$ cat config.mk
export PLATFORM = sky130hd
export DESIGN_NAME = ysyx_220053_mem_arbiter
export DESIGN_NICKNAME = d
export VERILOG_FILES = /design/src/rtl/ysyx_220053_mem_arbiter.sv
export SDC_FILE = /design/constraint.sdc
export NUM_CORES = 1
export LEC_CHECK = 0
export BUFFER_PORTS_ARGS = -buffer_cell sky130_fd_sc_hd__buf_2
export CORE_AREA = 2 2 209 211
export DETAILED_ROUTE_END_ITERATION = 10
export DIE_AREA = 0 0 211 213
export PLACE_DENSITY = 0.49
export RECOVER_POWER = 50
export SETUP_SLACK_MARGIN = 0.15
export SYNTH_ARGS = -nofsm -noshare
export SYNTH_HDL_FRONTEND = slang
export SYNTH_SLANG_ARGS = --single-unit
$ cat constraint.sdc
create_clock -name clk -period 18.9 [get_ports clk]
set_input_delay 1.89 -clock clk [delete_from_list [all_inputs] [get_ports clk]]
set_output_delay 1.89 -clock clk [all_outputs]
set_load 0.005 [all_outputs]
$ cat src/rtl/ysyx_220053_mem_arbiter.sv
// Shares one 64-bit memory port between instruction fetch and load/store.
// LS has priority. A run counter caps how many LS grants in a row can pass a waiting IF.
module ysyx_220053_mem_arbiter #(
  parameter int unsigned AW         = 64,
  parameter int unsigned DW         = 64,
  parameter int unsigned LS_MAX_RUN = 4
) (
  input  logic            clk,
  input  logic            rst,

  input  logic            if_req_valid,
  output logic            if_req_ready,
  input  logic [AW-1:0]   if_addr,
  output logic            if_rsp_valid,
  output logic [DW-1:0]   if_rdata,

  input  logic            ls_req_valid,
  output logic            ls_req_ready,
  input  logic [AW-1:0]   ls_addr,
  input  logic            ls_wen,
  input  logic [DW-1:0]   ls_wdata,
  input  logic [DW/8-1:0] ls_wmask,
  output logic            ls_rsp_valid,
  output logic [DW-1:0]   ls_rdata,

  output logic            mem_req_valid,
  input  logic            mem_req_ready,
  output logic [AW-1:0]   mem_addr,
  output logic            mem_wen,
  output logic [DW-1:0]   mem_wdata,
  output logic [DW/8-1:0] mem_wmask,
  input  logic            mem_rsp_valid,
  input  logic [DW-1:0]   mem_rdata,

  output logic            busy
);

  localparam int unsigned MW     = DW / 8;
  localparam logic [3:0]  MaxRun = 4'(LS_MAX_RUN);

  typedef enum logic [1:0] {StIdle, StReq, StWait, StResp} state_e;

  state_e          state_q, state_d;
  logic            owner_q, owner_d;  // 1: LS owns the transaction, 0: IF
  logic [3:0]      run_q, run_d;
  logic [AW-1:0]   addr_q, addr_d;
  logic            wen_q, wen_d;
  logic [DW-1:0]   wdata_q, wdata_d;
  logic [MW-1:0]   wmask_q, wmask_d;
  logic [DW-1:0]   if_rdata_q, if_rdata_d;
  logic [DW-1:0]   ls_rdata_q, ls_rdata_d;
  logic            grant_ls, grant_if;

  // LS wins unless IF is waiting and LS has used up its run budget.
  always_comb begin
    grant_ls = 1'b0;
    grant_if = 1'b0;
    if (state_q == StIdle) begin
      grant_ls = ls_req_valid && !(if_req_valid && (run_q == MaxRun));
      grant_if = if_req_valid && !grant_ls;
    end
  end

  always_comb begin
    state_d    = state_q;
    owner_d    = owner_q;
    run_d      = run_q;
    addr_d     = addr_q;
    wen_d      = wen_q;
    wdata_d    = wdata_q;
    wmask_d    = wmask_q;
    if_rdata_d = if_rdata_q;
    ls_rdata_d = ls_rdata_q;
    unique case (state_q)
      StIdle: begin
        if (grant_ls) begin
          owner_d = 1'b1;
          addr_d  = ls_addr;
          wen_d   = ls_wen;
          wdata_d = ls_wdata;
          wmask_d = ls_wmask;
          state_d = StReq;
          if (if_req_valid) begin
            run_d = (run_q == MaxRun) ? run_q : run_q + 4'd1;
          end else begin
            run_d = 4'd0;
          end
        end else if (grant_if) begin
          owner_d = 1'b0;
          addr_d  = if_addr;
          wen_d   = 1'b0;
          wdata_d = '0;
          wmask_d = '0;
          run_d   = 4'd0;
          state_d = StReq;
        end
      end
      StReq: begin
        if (mem_req_ready) state_d = StWait;
      end
      StWait: begin
        if (mem_rsp_valid) begin
          if (owner_q) ls_rdata_d = mem_rdata;
          else         if_rdata_d = mem_rdata;
          state_d = StResp;
        end
      end
      StResp: state_d = StIdle;
      default: state_d = StIdle;
    endcase
  end

  always_ff @(posedge clk or posedge rst) begin
    if (rst) begin
      state_q    <= StIdle;
      owner_q    <= 1'b0;
      run_q      <= 4'd0;
      addr_q     <= '0;
      wen_q      <= 1'b0;
      wdata_q    <= '0;
      wmask_q    <= '0;
      if_rdata_q <= '0;
      ls_rdata_q <= '0;
    end else begin
      state_q    <= state_d;
      owner_q    <= owner_d;
      run_q      <= run_d;
      addr_q     <= addr_d;
      wen_q      <= wen_d;
      wdata_q    <= wdata_d;
      wmask_q    <= wmask_d;
      if_rdata_q <= if_rdata_d;
      ls_rdata_q <= ls_rdata_d;
    end
  end

  // Readies are masked during reset so every output reads 0 while rst is high.
  assign if_req_ready  = grant_if && !rst;
  assign ls_req_ready  = grant_ls && !rst;
  assign mem_req_valid = (state_q == StReq);
  assign mem_addr      = addr_q;
  assign mem_wen       = wen_q;
  assign mem_wdata     = wdata_q;
  assign mem_wmask     = wmask_q;
  assign if_rsp_valid  = (state_q == StResp) && !owner_q;
  assign ls_rsp_valid  = (state_q == StResp) && owner_q;
  assign if_rdata      = if_rdata_q;
  assign ls_rdata      = ls_rdata_q;
  assign busy          = (state_q != StIdle);

endmodule

== Yosys cells after proc, flatten, opt, wreduce, memory -nomap -nowiden ==
Index checks and enable logic that the tools add are counted.

* Register bits: 272
* Latch bits: 0
* RAM bits: 0
* ROM bits: 0
* Input bits: 271
* Word-level logic and storage cells: 58
* Memories kept: 0

* $add $sub $neg: 1
* $mul: 0
* Div/mod/pow operators: 0
* Order comparisons: 0
* Equality and inequality tests: 8
* Shift operators: 0
* Multiplexer cells: 20
* Bitwise gates (word level): 1
* Reduce and logical (&&, ||, !) cells: 19

{| class="wikitable"
|+ Operators by type and width
! operator !! number
|-
| 2-to-1 mux 64 bit || 4
|-
| 2-to-1 mux 4 bit || 4
|-
| 2-to-1 mux 8 bit || 2
|-
| AND reduction 3 bit || 4
|-
| 2-to-1 mux 2 bit || 4
|-
| case mux 2 bit (4 select lines) || 1
|-
| logical AND 1 bit || 7
|-
| inequality test 3 bit (second input constant) || 2
|-
| 2-to-1 mux 1 bit || 5
|-
| adder 4 x 1 -> 4 bit (second input constant) || 1
|-
| equality test 2 bit (second input constant) || 2
|-
| equality test 4 x 3 -> 1 bit (second input constant) || 1
|-
| logical NOT 1 bit || 4
|-
| nonzero test 2 bit || 2
|-
| equality test 2 x 1 -> 1 bit (second input constant) || 1
|-
| logical NOT 2 bit || 1
|-
| inequality test 2 x 1 -> 1 bit (second input constant) || 1
|-
| inequality test 2 bit (second input constant) || 1
|-
| AND reduction 2 bit || 1
|-
| inverter 1 bit || 1
|}

== Logic depth before layout (Yosys ltp) ==
Gate-level depths: netlist of the first run.

* Word-level depth: 10
* Mapped depth: 7
* Mapped depth without buffers: 5

== Least setup slack after synthesis of the first run ==
No wires, ideal clock.

* Path kind: input port to output port
* Start point: in rst
* End point: out if_req_ready
* Arrival time: 8081 ps
* Slack: 8929 ps
* Cell stages on the path: 2
* Path buffers: 0
* Cells stage by stage: inv_1 and2_1

* Word-level cells in the longest chain between the ends: 2

{| class="wikitable"
|+ Ends and longest elaborated chain
! what !! RTL line !! text
|-
| start: declaration || 9 || <nowiki>input logic rst,</nowiki>
|-
| logical NOT 1 bit || 138 || <nowiki>assign if_req_ready = grant_if && !rst;</nowiki>
|-
| logical AND 1 bit || 138 ||
|-
| end: declaration || 12 || <nowiki>output logic if_req_ready,</nowiki>
|}

Every way passes these cells.

== Final worst setup path of the first run ==
Same ends and word-level chain as after synthesis.

==> flow_metrics.env, run 1 <==
export IMPL_max_slew_margin_pct=-182.8
export IMPL_cp_max_fo=75
export IMPL_synth_top_family_by_area="multiplexers"
export IMPL_synthToLayoutAreaGrowth_pct=38.77
export IMPL_numCtsBuffers=31
export IMPL_setup_viol=0
export IMPL_first_pass_iters=5
export IMPL_synth_xor_area_share_pct=0
export IMPL_rsz0062_at_grt="false"
export IMPL_start_util_pct=24.69
export IMPL_root_buffer="clkbuf_16"
export IMPL_finalSetupTns_ns=0
export IMPL_hp_class="flip-flop to flip-flop"
export IMPL_required_ns=17.01
export IMPL_grt_pass1_wl_mm=50.00
export IMPL_wire_per_inst_um=18.78
export IMPL_cts_clk_slew_worst_paths_ns=0.06
export IMPL_fin_crit_sh_pct=39.91
export IMPL_fmax_ghz=0.1326
export IMPL_drt_total_wl_mm=33.78
export IMPL_netlist_area_sq_um=10540
export IMPL_cp_start_kind="primary input"
export IMPL_timing_hold_ws_ns=0.4938
export IMPL_violations="capacitance limit, slew limit"
export IMPL_grt_pass1_vias=8318
export IMPL_maxCapViolations=7
export IMPL_synth_cells=696
export IMPL_syn_avg_cell_area_sq_um=15.15
export IMPL_end_kind="primary output"
export IMPL_vias_per_cell=4.446
export IMPL_synth_adder_area_share_pct=0.7122
export IMPL_core_sq_um=42700
export IMPL_grt_max_degree=95
export IMPL_final_core_util_pct=34.26
export IMPL_cts_setup_buffers=0
export IMPL_placed_cell_area_sq_um=13760
export IMPL_syn_nets=973
export IMPL_die_y_um=213
export IMPL_cts_tree="done"
export IMPL_port_buffers=541
export IMPL_synth_compound_area_share_pct=13.00
export IMPL_row_count=76
export IMPL_grtUsageTotal_pct=14.27
export IMPL_gr_total_overflow=0
export IMPL_grt_antenna_before_repair=8
export IMPL_dieArea_sq_um=44940
export IMPL_hpwl_mm=24.30
export IMPL_ctsHoldBuffers=0
export IMPL_synthSimpleGateAreaFrac_pct=4.985
export IMPL_vias=7998
export IMPL_synth_top_cell_by_area="dfrtp_1"
export IMPL_gp_congestion=0.7826
export IMPL_ys_seq_elements=272
export IMPL_vdd_ir_drop_max_uv=61.55
export IMPL_synth_area_leaders="dfrtp_1, mux2_2, a221o_1"
export IMPL_outcome="finished, violations left"
export IMPL_htree_levels=1
export IMPL_synth_mux_area_share_pct=13.78
export IMPL_post_cts_resized=0
export IMPL_period_needed_ns=7.543
export IMPL_yosysSeqAreaShare_pct=64.57
export IMPL_ioPinCount=542
export IMPL_antenna_left=0
export IMPL_cts_sinks=272
export IMPL_ys_warnings_count=0
export IMPL_yosysUniqueCellTypes=32
export IMPL_drv_slew=502
export IMPL_worst_pin_slew_ns=4.243
export IMPL_first_iter_violations=399
export IMPL_p_leak_nw=7.302
export IMPL_clock_path_buffers=3
export IMPL_die_w_um=211
export IMPL_power_density_nw_per_um2=169.5
export IMPL_nets=1506
export IMPL_netlist_area_leader_share_pct=64.57
export IMPL_skew_ns=0.007794
export IMPL_cp_arrival_ns=5.65
export IMPL_criticalPathCategory="primary input to primary output"
export IMPL_final_area_sq_um=14630
export IMPL_insertion_delay_ns=0.56
export IMPL_drive_gt1_share_pct=52.32
export IMPL_drcViolationCount=0
export IMPL_hold_violations=0
-- critical path, cell delays in order --
cell and delay [ns]:
clkbuf_1 0.14, clkinvlp_2 2.47, and2_1 0.94, buf_2 0.18
-- metrics by stage --
stage               power [mW]  std cells  setup slack [ns]
global route             2.650       1798             10.58
global placement         1.921       1742             14.18
floorplan                1.481        696             8.929
detailed placement       1.931       1742             14.17
finish                   2.479       1799             11.36
CTS                      2.536       1798             14.17
-- layout by cell type (no fill, tap or decap), drive strengths merged, types with 2 or more instances in the layout --
cell,netlist,layout
a221o,65,65
a22o,74,74
and2,66,66
buf,41,475
clkbuf,9,123
clkinv,0,7
dfrtp,272,272
ha,6,6
inv,8,7
mux2,129,129
nand2,2,2
nand3,3,3
nand3b,2,2
nor2,2,2
nor2b,3,3
-- worst paths after layout --
check	from	end	slack, ns	cells after the start
max in group asynchronous	rst	if_rdata[37]$_DFFE_PP0P_	11.92	3
hold reg to reg	mem_wdata[28]$_DFFE_PP0P_	mem_wdata[28]$_DFFE_PP0P_	0.49	1
setup reg to reg	state_q[0]$_DFFE_PP0P_	mem_addr[62]$_DFFE_PP0P_	14.08	6
setup / recovery	rst	if_req_ready	11.36	4
min in group asynchronous	rst	mem_wmask[1]$_DFFE_PP0P_	2.30	2
hold / removal	mem_wdata[28]$_DFFE_PP0P_	mem_wdata[28]$_DFFE_PP0P_	0.49	1
-- sequential cells by signal, summed over array words and instances, names as in the netlist --
register,count
if_rdata,64
owner_q,1
mem_wmask,8
ls_rdata,64
state_q,2
mem_wen,1
mem_wdata,64
run_q,4
mem_addr,64
-- Yosys cell counts --
library cell and n:
mux2_2 128, buf_4 2, nand3_1 3, o21a_1 1
a21oi_1 1, o32a_1 1, a22o_1 74, a21o_1 1
clkbuf_1 9, nor2_1 1, nor2b_1 3, o22a_1 1
mux2_1 1, nor4b_1 1, and4b_1 1, a211o_1 1
o21ai_2 1, nor2_2 1, dfrtp_1 272, nor3b_1 1
inv_1 8, buf_2 33, and2_1 66, ha_1 6
buf_6 6, nor3_1 1, nand3b_1 2, a221oi_2 1
and3b_1 1, a221o_1 65, nor4_1 1, nand2_1 2
-- where the power goes --
group | switching (mW) | leakage, nW | internal [mW]
clock | 0.240 | 0.492 | 0.345
combinational | 0.407 | 3.46 | 0.483
sequential | 0.145 | 3.35 | 0.859
-- per-layer routing --
layer	part of all wire, %	wire [um]	track usage (%)
met1	41	13800	17.46
met2	47	16040	23.88
met3	9.2	3123	4.883
met4	2.1	725	4.007
met5	0.30	100	0
-- cells by family (layout without fill, tap and decap cells) --
logic type	count (synthesis)	after routing
buffers and inverters	58	614
AND/OR/NAND/NOR	84	84
adder cells (fa/ha/maj)	6	6
AO/OA/AOI/OAI	147	147
multiplexers	129	129
flip-flops	272	272
other	0	1
-- cell type report --
cell class / count / area (sq um)
Clock inverter: 8 / 65.06
Inverter: 8 / 31.28
Multi-Input combinational cell: 366 / 3453
Tap cell: 546 / 683.2
Antenna cell: 1 / 2.502
Fill cell: 4332 / 28070
Timing Repair Buffer: 550 / 2666
Clock buffer: 48 / 919.6
Sequential cell: 272 / 6807
Power figures use the tool's default switching activity.
==> inputs of run 2 (changes only) <==
PLACE_DENSITY = 0.51   (was 0.49)
clock period = 6.8 ns   (was 18.9 ns; I/O delays follow)
==> run 2 against run 1 <==
Net effect:
- the flow still finishes with violations (capacitance limit, slew limit)
- via count rose by 0.49%
- sequential share of layout area fell by 0.17 points
- sequential power rose to 2.8 times the previous value
- cell count fell by 0.11%
- wire length fell by 0.16%
- hold slack got worse by 0.24 ns
==> flow_metrics.env, run 2 (same netlist as run 1, synthesis figures left out) <==
export IMPL_antenna_left=0
export IMPL_synthToLayoutAreaGrowth_pct=39.26
export IMPL_insertion_delay_ns=0.57
export IMPL_rsz0062_at_grt="false"
export IMPL_fillers=4318
export IMPL_reg2reg_depth=6
export IMPL_htree_levels=1
export IMPL_hpwl_mm=24.28
export IMPL_grt_pass1_wl_mm=49.62
export IMPL_port_buffers=541
export IMPL_cp_max_fo=62
export IMPL_first_pass_iters=5
export IMPL_hp_class="primary input to async pin"
export IMPL_drive_gt1_share_pct=49.08
export IMPL_final_cell_mix="buf_2, dfrtp_1, mux2_2"
export IMPL_multi_input_area_sq_um=3460
export IMPL_nets=1506
export IMPL_dieArea_sq_um=44940
export IMPL_ctsHoldBuffers=0
export IMPL_outcome="finished, violations left"
export IMPL_gp_congestion=0.7954
export IMPL_cts_tree="done"
export IMPL_root_buffer="clkbuf_16"
export IMPL_layout_setup_ws_ns=2.793
export IMPL_gr_total_overflow=0
export IMPL_drv_slew=63
export IMPL_criticalPathCategory="primary input to async pin"
export IMPL_num_antenna_cells=0
export IMPL_vias=8037
export IMPL_drt_total_wl_mm=33.73
export IMPL_fin_crit_sh_pct=58.92
export IMPL_violations="capacitance limit, slew limit"
export IMPL_period_needed_ns=4.007
export IMPL_finalSetupTns_ns=0
export IMPL_ioPinCount=542
export IMPL_r2r_start="state_q[0]$_DFFE_PP0P_"
export IMPL_end_kind="async pin"
export IMPL_die_y_um=213
export IMPL_reg2reg_to="mem_addr[61]$_DFFE_PP0P_"
export IMPL_numCtsBuffers=30
export IMPL_start_util_pct=24.69
export IMPL_grt_antenna_before_repair=6
export IMPL_die_w_um=211
export IMPL_place_inst=1743
export IMPL_worst_pin_slew_ns=3.428
export IMPL_vdd_ir_drop_max_uv=174.7
export IMPL_final_area_sq_um=14680
export IMPL_cts_setup_buffers=0
export IMPL_drcViolationCount=0
export IMPL_clock_path_buffers=3
export IMPL_vias_per_cell=4.472
export IMPL_finish_cell_count_without_fillers=1797
export IMPL_crit_path_start="rst"
export IMPL_ff_latch_area_sq_um=6807
export IMPL_grtUsageTotal_pct=14.15
export IMPL_row_count=76
export IMPL_cp_cell_sequence="clkbuf_1 -> clkinvlp_2 -> clkbuf_1 -> buf_4"
export IMPL_slowest_stage="clkbuf_1"
export IMPL_grt_max_degree=155
export IMPL_setup_viol=0
export IMPL_cts_sinks=272
export IMPL_grt_pass1_vias=8307
export IMPL_cts_clk_slew_worst_paths_ns=0.06
export IMPL_r2r_slack_ns=4.49
export IMPL_mostFrequentLayoutCell="buf_2"
export IMPL_hold_violations=0
export IMPL_path_common_cell="clkbuf_1"
export IMPL_wire_per_inst_um=18.77
export IMPL_placed_cell_area_sq_um=13780
export IMPL_p_total_mw=6.915
export IMPL_cp_start_kind="primary input"
export IMPL_post_cts_resized=0
export IMPL_maxCapViolations=1
export IMPL_skew_ns=0.01474
export IMPL_power_density_nw_per_um2=471.0
export IMPL_p_leak_nw=7.216
export IMPL_cpPeakStageDelay_ns=2.45
export IMPL_timing_hold_ws_ns=0.2586
export IMPL_final_core_util_pct=34.38
export IMPL_max_slew_margin_pct=-128.5
export IMPL_required_ns=7.46
export IMPL_dp_slack_ns=3.907
export IMPL_fmax_ghz=0.2496
export IMPL_core_sq_um=42700
export IMPL_cp_arrival_ns=4.67
export IMPL_first_iter_violations=451
run 2: worst max path at each step:
stage / to / slack, ns / depth (start not counted)
final: ls_rdata[34]$_DFFE_PP0P_ / 2.79 / 4
after global routing: ls_rdata[36]$_DFFE_PP0P_ / 2.00 / 3
after CTS: if_req_ready / 3.27 / 7
after detailed placement: if_req_ready / 3.91 / 7
after global placement: if_req_ready / 4.00 / 7
after floorplan: if_req_ready / 0.95 / 2
run 2: where the power goes:
group	leakage, nW	switching (mW)	internal [mW]
sequential	3.35	0.391	2.39
clock	0.524	0.672	1.05
combinational	3.34	1.13	1.29
run 2: metal layers:
| metal | up-vias | global-route usage (%) | share of wire [%] |
|---|---|---|---|
| met1 | 3921 | 16.91 | 40 |
| li1 | 3667 | - | - |
| met5 | - | 0 | 0.23 |
| met3 | 57 | 5.015 | 9.4 |
| met4 | 12 | 3.885 | 2.0 |
| met2 | 380 | 24.09 | 48 |
run 2: final cells by class:
class | instances | area share [%]
Inverter | 8 | 0.2131
Timing Repair Buffer | 551 | 17.98
Clock inverter | 10 | 0.9205
Clock buffer | 44 | 6.298
Multi-Input combinational cell | 366 | 23.57
Sequential cell | 272 | 46.37
Tap cell | 546 | 4.654
run 2: critical path, delay by kind of cell:
kind / cells / cell delay [ns]
buffers and inverters: 4 / 3.87
